File: config.mk
export PLATFORM = sky130hd
export DESIGN_NAME = bit_serial_alu_ctrl
export DESIGN_NICKNAME = d
export VERILOG_FILES = /design/src/rtl/bsalu_pkg.sv /design/src/rtl/alu_bit_slice.sv /design/src/rtl/bit_serial_alu_ctrl.sv
export SDC_FILE = /design/constraint.sdc
export NUM_CORES = 1
export LEC_CHECK = 0
export ABC_CLOCK_PERIOD_IN_PS = 2700
export CORE_UTILIZATION = 50
export CTS_CLUSTER_SIZE = 14
export DETAILED_ROUTE_END_ITERATION = 10
export PLACE_DENSITY = 0.77
export SKIP_LAST_GASP = 1
export SYNTH_ARGS = -nofsm -noshare
export SYNTH_HDL_FRONTEND = slang
export SYNTH_SLANG_ARGS = --single-unit
File: constraint.sdc
create_clock -name clk -period 2.7 [get_ports clk]
set_input_delay 0.54 -clock clk [delete_from_list [all_inputs] [get_ports clk]]
set_output_delay 0.54 -clock clk [all_outputs]
set_load 0.05 [all_outputs]
File: src/rtl/bsalu_pkg.sv
// Shared encodings for the bit-serial ALU sequencer and its 1-bit slice.
package bsalu_pkg;

  typedef enum logic [1:0] {
    OP_ADD = 2'd0,
    OP_SUB = 2'd1,
    OP_AND = 2'd2,
    OP_OR  = 2'd3
  } op_e;

  typedef enum logic [1:0] {
    ST_IDLE = 2'd0,
    ST_RUN  = 2'd1,
    ST_FIN  = 2'd2
  } state_e;

  // Operation control captured on an accepted start
  typedef struct packed {
    op_e  op;
    logic invert;
  } op_ctrl_t;

  function automatic logic is_arith(input op_e op);
    return (op == OP_ADD) || (op == OP_SUB);
  endfunction

endpackage

File: src/rtl/alu_bit_slice.sv
// Combinational 1-bit ALU slice: full adder/subtractor cell plus AND/OR with optional inversion.
module alu_bit_slice
  import bsalu_pkg::*;
(
  input  logic a,
  input  logic b,
  input  logic cin,
  input  op_e  op,
  input  logic invert,
  output logic s,
  output logic cout
);

  logic b_eff;

  always_comb begin
    b_eff = b;
    s     = 1'b0;
    cout  = cin;
    case (op)
      OP_ADD, OP_SUB: begin
        // Subtraction is a + ~b with carry-in seeded to 1 by the controller
        b_eff = (op == OP_SUB) ? ~b : b;
        s     = a ^ b_eff ^ cin;
        cout  = (a & b_eff) | (cin & (a ^ b_eff));
      end
      OP_AND: s = (a & b) ^ invert;
      OP_OR:  s = (a | b) ^ invert;
      default: s = 1'b0;
    endcase
  end

endmodule

File: src/rtl/bit_serial_alu_ctrl.sv
// Bit-serial ALU sequencer: runs WIDTH-bit ops LSB first through one alu_bit_slice.
// Optional signed-overflow flag output enabled by defining BSALU_OVERFLOW_EN.
module bit_serial_alu_ctrl
  import bsalu_pkg::*;
#(
  parameter int unsigned WIDTH = 8,
  parameter int unsigned CNT_W = 3
) (
  input  logic             clk,
  input  logic             rst_n,
  input  logic             start,
  input  logic [1:0]       op,
  input  logic             invert,
  input  logic [WIDTH-1:0] a,
  input  logic [WIDTH-1:0] b,
  output logic             busy,
  output logic             done,
  output logic [WIDTH-1:0] result,
  output logic             carry_out,
  output logic             iszero,
`ifdef BSALU_OVERFLOW_EN
  output logic             overflow,
`endif
  output logic             greaterthan
);

  localparam logic [CNT_W-1:0] LAST_BIT = CNT_W'(WIDTH - 1);

  state_e           state_q, state_d;
  logic [CNT_W-1:0] cnt_q, cnt_d;
  logic             c_q, c_d;
  logic             nz_q, nz_d;
  logic             gt_q, gt_d;
  logic [WIDTH-1:0] a_q, a_d;
  logic [WIDTH-1:0] b_q, b_d;
  op_ctrl_t         ctrl_q, ctrl_d;
  logic [WIDTH-1:0] result_q, result_d;
  logic             busy_q, busy_d;
  logic             done_q, done_d;
  logic             carry_q, carry_d;
  logic             iszero_q, iszero_d;
  logic             gtout_q, gtout_d;
`ifdef BSALU_OVERFLOW_EN
  logic             ovf_q, ovf_d;
`endif

  logic bit_a, bit_b, slice_s, slice_cout, gt_next;

  assign bit_a   = a_q[cnt_q];
  assign bit_b   = b_q[cnt_q];
  // Later (more significant) differing bits overwrite earlier decisions
  assign gt_next = (bit_a != bit_b) ? bit_a : gt_q;

  alu_bit_slice u_slice (
    .a      (bit_a),
    .b      (bit_b),
    .cin    (c_q),
    .op     (ctrl_q.op),
    .invert (ctrl_q.invert),
    .s      (slice_s),
    .cout   (slice_cout)
  );

  always_ff @(posedge clk or negedge rst_n) begin
    if (!rst_n) begin
      state_q  <= ST_IDLE;
      cnt_q    <= '0;
      c_q      <= 1'b0;
      nz_q     <= 1'b0;
      gt_q     <= 1'b0;
      a_q      <= '0;
      b_q      <= '0;
      ctrl_q   <= '{op: OP_ADD, invert: 1'b0};
      result_q <= '0;
      busy_q   <= 1'b0;
      done_q   <= 1'b0;
      carry_q  <= 1'b0;
      iszero_q <= 1'b0;
      gtout_q  <= 1'b0;
`ifdef BSALU_OVERFLOW_EN
      ovf_q    <= 1'b0;
`endif
    end else begin
      state_q  <= state_d;
      cnt_q    <= cnt_d;
      c_q      <= c_d;
      nz_q     <= nz_d;
      gt_q     <= gt_d;
      a_q      <= a_d;
      b_q      <= b_d;
      ctrl_q   <= ctrl_d;
      result_q <= result_d;
      busy_q   <= busy_d;
      done_q   <= done_d;
      carry_q  <= carry_d;
      iszero_q <= iszero_d;
      gtout_q  <= gtout_d;
`ifdef BSALU_OVERFLOW_EN
      ovf_q    <= ovf_d;
`endif
    end
  end

  always_comb begin
    state_d  = state_q;
    cnt_d    = cnt_q;
    c_d      = c_q;
    nz_d     = nz_q;
    gt_d     = gt_q;
    a_d      = a_q;
    b_d      = b_q;
    ctrl_d   = ctrl_q;
    result_d = result_q;
    busy_d   = busy_q;
    done_d   = 1'b0;
    carry_d  = carry_q;
    iszero_d = iszero_q;
    gtout_d  = gtout_q;
`ifdef BSALU_OVERFLOW_EN
    ovf_d    = ovf_q;
`endif

    case (state_q)
      ST_IDLE: begin
        if (start) begin
          a_d      = a;
          b_d      = b;
          ctrl_d   = '{op: op_e'(op), invert: invert};
          cnt_d    = '0;
          c_d      = (op_e'(op) == OP_SUB);
          gt_d     = 1'b0;
          nz_d     = 1'b0;
          result_d = '0;
          busy_d   = 1'b1;
          state_d  = ST_RUN;
        end
      end

      ST_RUN: begin
        result_d = {slice_s, result_q[WIDTH-1:1]};
        nz_d     = nz_q | slice_s;
        c_d      = slice_cout;
        gt_d     = gt_next;
        if (cnt_q == LAST_BIT) begin
          // Flags load on the last bit so they are valid together with done
          state_d  = ST_FIN;
          done_d   = 1'b1;
          carry_d  = is_arith(ctrl_q.op) ? slice_cout : 1'b0;
          iszero_d = ~(nz_q | slice_s);
          gtout_d  = gt_next;
`ifdef BSALU_OVERFLOW_EN
          ovf_d    = is_arith(ctrl_q.op) ? (c_q ^ slice_cout) : 1'b0;
`endif
        end else begin
          cnt_d = cnt_q + CNT_W'(1);
        end
      end

      ST_FIN: begin
        busy_d  = 1'b0;
        state_d = ST_IDLE;
      end

      default: begin
        busy_d  = 1'b0;
        state_d = ST_IDLE;
      end
    endcase
  end

  assign busy        = busy_q;
  assign done        = done_q;
  assign result      = result_q;
  assign carry_out   = carry_q;
  assign iszero      = iszero_q;
  assign greaterthan = gtout_q;
`ifdef BSALU_OVERFLOW_EN
  assign overflow    = ovf_q;
`endif

endmodule

==> Flow_metrics.wiki <==
{| class="wikitable"
! Metric !! Value
|-
| Status || complete, no violations
|-
| Vertical extent of the die || 62.0 µm
|-
| Worst Setup Path Type || register to register
|-
| CTS clock-pin slew for the worst setup and hold paths || 0.12 ns
|-
| Most frequent standard cell in the layout excluding fill and tap cells || sky130_fd_sc_hd__nand2_1
|-
| Remaining Overflow, GRT || 0
|-
| Fraction of final layout cells sized beyond drive strength 1 || 8.18%
|-
| Antenna violations before repair || 0
|-
| Largest net degree at the start of global routing || 41
|-
| Finish-stage setup viols || 0
|-
| Post-synth EDFFs || 0
|-
| Sequential-to-total area share from yosys stat || 55.7%
|-
| Floorplan Core Area || 3390 µm²
|-
| Critical Path, Cell by Cell || mux4_2 -> mux2i_1 -> xnor2_1 -> fa_1 -> nor2b_1 -> a311o_1 -> nand2_1
|-
| Number of detailed-route iterations in the first pass || 4
|-
| Flip-flop and latch count after synthesis || 40
|-
| First-pass GRT wire length || 5.60 mm
|-
| Sort of element at the end of the critical path || register
|-
| Number of global-route vias before repair || 1,307
|-
| Synthesized netlist cell count || 182
|-
| Crit path max-delay family || multiplexers
|-
| Leakage power || 1.10 nW
|-
| Top library cells by usage in the layout, fill and taps aside || sky130_fd_sc_hd__nand2_1 (77), sky130_fd_sc_hd__dfrtp_1 (39), sky130_fd_sc_hd__clkdlybuf4s50_1 (33), sky130_fd_sc_hd__o21ai_0 (9), sky130_fd_sc_hd__inv_1 (7)
|-
| Number of warnings issued by yosys || 0
|-
| Number of distinct library cell variants in the gate-level netlist after synthesis || 31
|-
| Area added between synthesis and finish || 25.0%
|-
| X dimension of the die || 62.0 µm
|-
| Worst-Skew Late Latency || 0.35 ns
|-
| Tightest slew margin relative to the limit || 44.4%
|-
| Detailed Route Iter0 Violations || 79
|-
| Max Clock Skew || 0.0145 ns
|-
| Top fanout value on the critical path || 5
|-
| Final nets || 247
|-
| Class of the most critical hold timing path || input port to asynchronous set/reset pin
|-
| CTS max path bufs || 2
|-
| I/O pin total || 35
|-
| Type of element launching the critical path || register
|-
| Period Utilization, post-route || 93.5%
|-
| TritonCTS clock tree || built
|-
| Final min period || 2.53 ns
|-
| Routability Congestion || 0.806
|-
| Worst-margin pin slew || 0.834 ns
|-
| IO Port Bufs || 34
|-
| Total standard cell area after synthesis || 1800 µm²
|-
| Library cell used as clock root buffer || sky130_fd_sc_hd__clkbuf_4
|-
| CTS buffer count || 5
|-
| Initial core utilization || 53.0%
|-
| Number of vias after detailed routing || 1,370
|-
| Predominant post-synthesis flop cell || sky130_fd_sc_hd__dfrtp_1
|-
| Number of buffers added for setup after CTS || 0
|-
| Worst Path Buf+Inv || 0
|-
| Post-Route Utilization || 66.3%
|-
| Hold violation count in the final report || 0
|-
| Arr. time, crit path || 2.82 ns
|-
| Cell with the largest stage delay on the worst path || sky130_fd_sc_hd__mux4_2
|-
| Number of remaining DRC errors || 0
|-
| Total of max-cap violations || 0
|-
| Power Dens Cells || 1270 nW/µm²
|-
| Setup TNS || 0 ns
|-
| Fraction of registers with async set or reset after synthesis || 100%
|-
| Minimum setup slack after placement || 0.114 ns
|-
| Maximum ir drop on the vdd rail || 0.584 mV
|-
| Mean Syn Cell Area || 9.88 µm²
|-
| Highest clock frequency the design can meet || 0.396 GHz
|-
| Total GRT Usage || 20.6%
|-
| Ratio of routed vias to standard cells || 5.15
|-
| Clock tree sinks || 40
|-
| Final setup slack of the worst path || 0.175 ns
|-
| Detailed Place HPWL || 2.43 mm
|-
| Total length of routed wires || 3.26 mm
|-
| WL per Instance || 12.2 µm
|-
| Number of nets produced by synthesis || 209
|-
| Required time of the worst setup path || 2.99 ns
|-
| CTS H-Tree Depth || 2
|-
| Die footprint || 3840 µm²
|-
| Unrepaired setup endpoints after global routing || false
|-
| Final count of pins violating max slew || 0
|-
| CP max stage delay || 0.51 ns
|-
| Diodes inserted || 0
|-
| Num rows || 21
|-
| Final antenna-violating net count || 0
|}
per-layer routing:
metal	vias to the layer above	wire [µm]	track usage [%]
met5	-	0	0
met4	0	49	8.89
met3	6	148	6.21
met2	36	1660	35.9
met1	659	1400	23.5
li1	669	-	-
final timing paths:
| path | start | to | slack (ns) | depth (start not counted) |
|---|---|---|---|---|
| worst min register to register | nz_q$_DFFE_PN0P_ | iszero$_DFFE_PN0P_ | 0.47 | 1 |
| min in group clk | nz_q$_DFFE_PN0P_ | iszero$_DFFE_PN0P_ | 0.47 | 1 |
| max in group asynchronous | rst_n | cnt_q[1]$_DFFE_PN0P_ | 1.85 | 1 |
| worst max register to register | cnt_q[1]$_DFFE_PN0P_ | nz_q$_DFFE_PN0P_ | 0.17 | 7 |
| worst max-delay path | cnt_q[1]$_DFFE_PN0P_ | nz_q$_DFFE_PN0P_ | 0.17 | 7 |
| worst min-delay path | rst_n | result[7]$_DFFE_PN0P_ | 0.28 | 1 |
report_power, final:
part	internal, mW	total [mW]	switching [mW]
Sequential	0.864	1.06	0.195
Combinational	0.651	1.52	0.866
Clock	0.0960	0.278	0.182
stage by stage:
step | hold slack, ns | cells | total power, mW | area (µm²)
global placement | 0.444 | 259 | 2.52 | 2200
detailed placement | 0.458 | 259 | 2.60 | 2200
CTS | 0.310 | 266 | 2.88 | 2250
finish | 0.280 | 266 | 2.85 | 2250
global route | 0.352 | 266 | 3.11 | 2250
floorplan | 0.244 | 182 | 2.17 | 1800
Yosys cell counts (all sizes together) (2+ instances only):
cell type  number  area [µm²]
clkbuf          7        26.3
nand2          77         289
nor2            5        18.8
o21ai           9        45.0
mux2i           4        52.6
dfrtp          40        1000
ha              4        50.1
inv             8        30.0
nor2b           2        12.5
nand2b          2        12.5
mux4            4        97.6
a31oi           2        12.5
o31ai           2        15.0
a22o            2        17.5
state kept, by name, indices dropped and copies added, names as in the netlist, 2 cells and up:
name     count
a_q          8
ctrl_q       3
result       8
cnt_q        3
b_q          8
state_q      2
final cells by class:
class / instances / area, µm²
flip-flops and latches: 40 / 1000
clock inverters: 1 / 5.00
fillers: 291 / 1140
multi-input cells: 127 / 746
well taps: 46 / 57.6
clock buffers: 6 / 41.3
repair buffers: 38 / 365
inverters: 8 / 30.0
cells by family after synthesis:
group	Yosys count	share of synthesized area, %
flops	40	55.7
simple gates	92	20.6
fa+ha+maj	5	3.90
mux	9	8.98
compound gates	20	7.24
xor+xnor	1	0.487
buf+inv	15	3.13
timing repair:
item / 4_1_cts / 5_1_grt
endpoints found under the setup margin: 0 / 2
hold buffers: 0 / 0
resized for setup: 0 / 1
(Power assumes the default switching activity.)
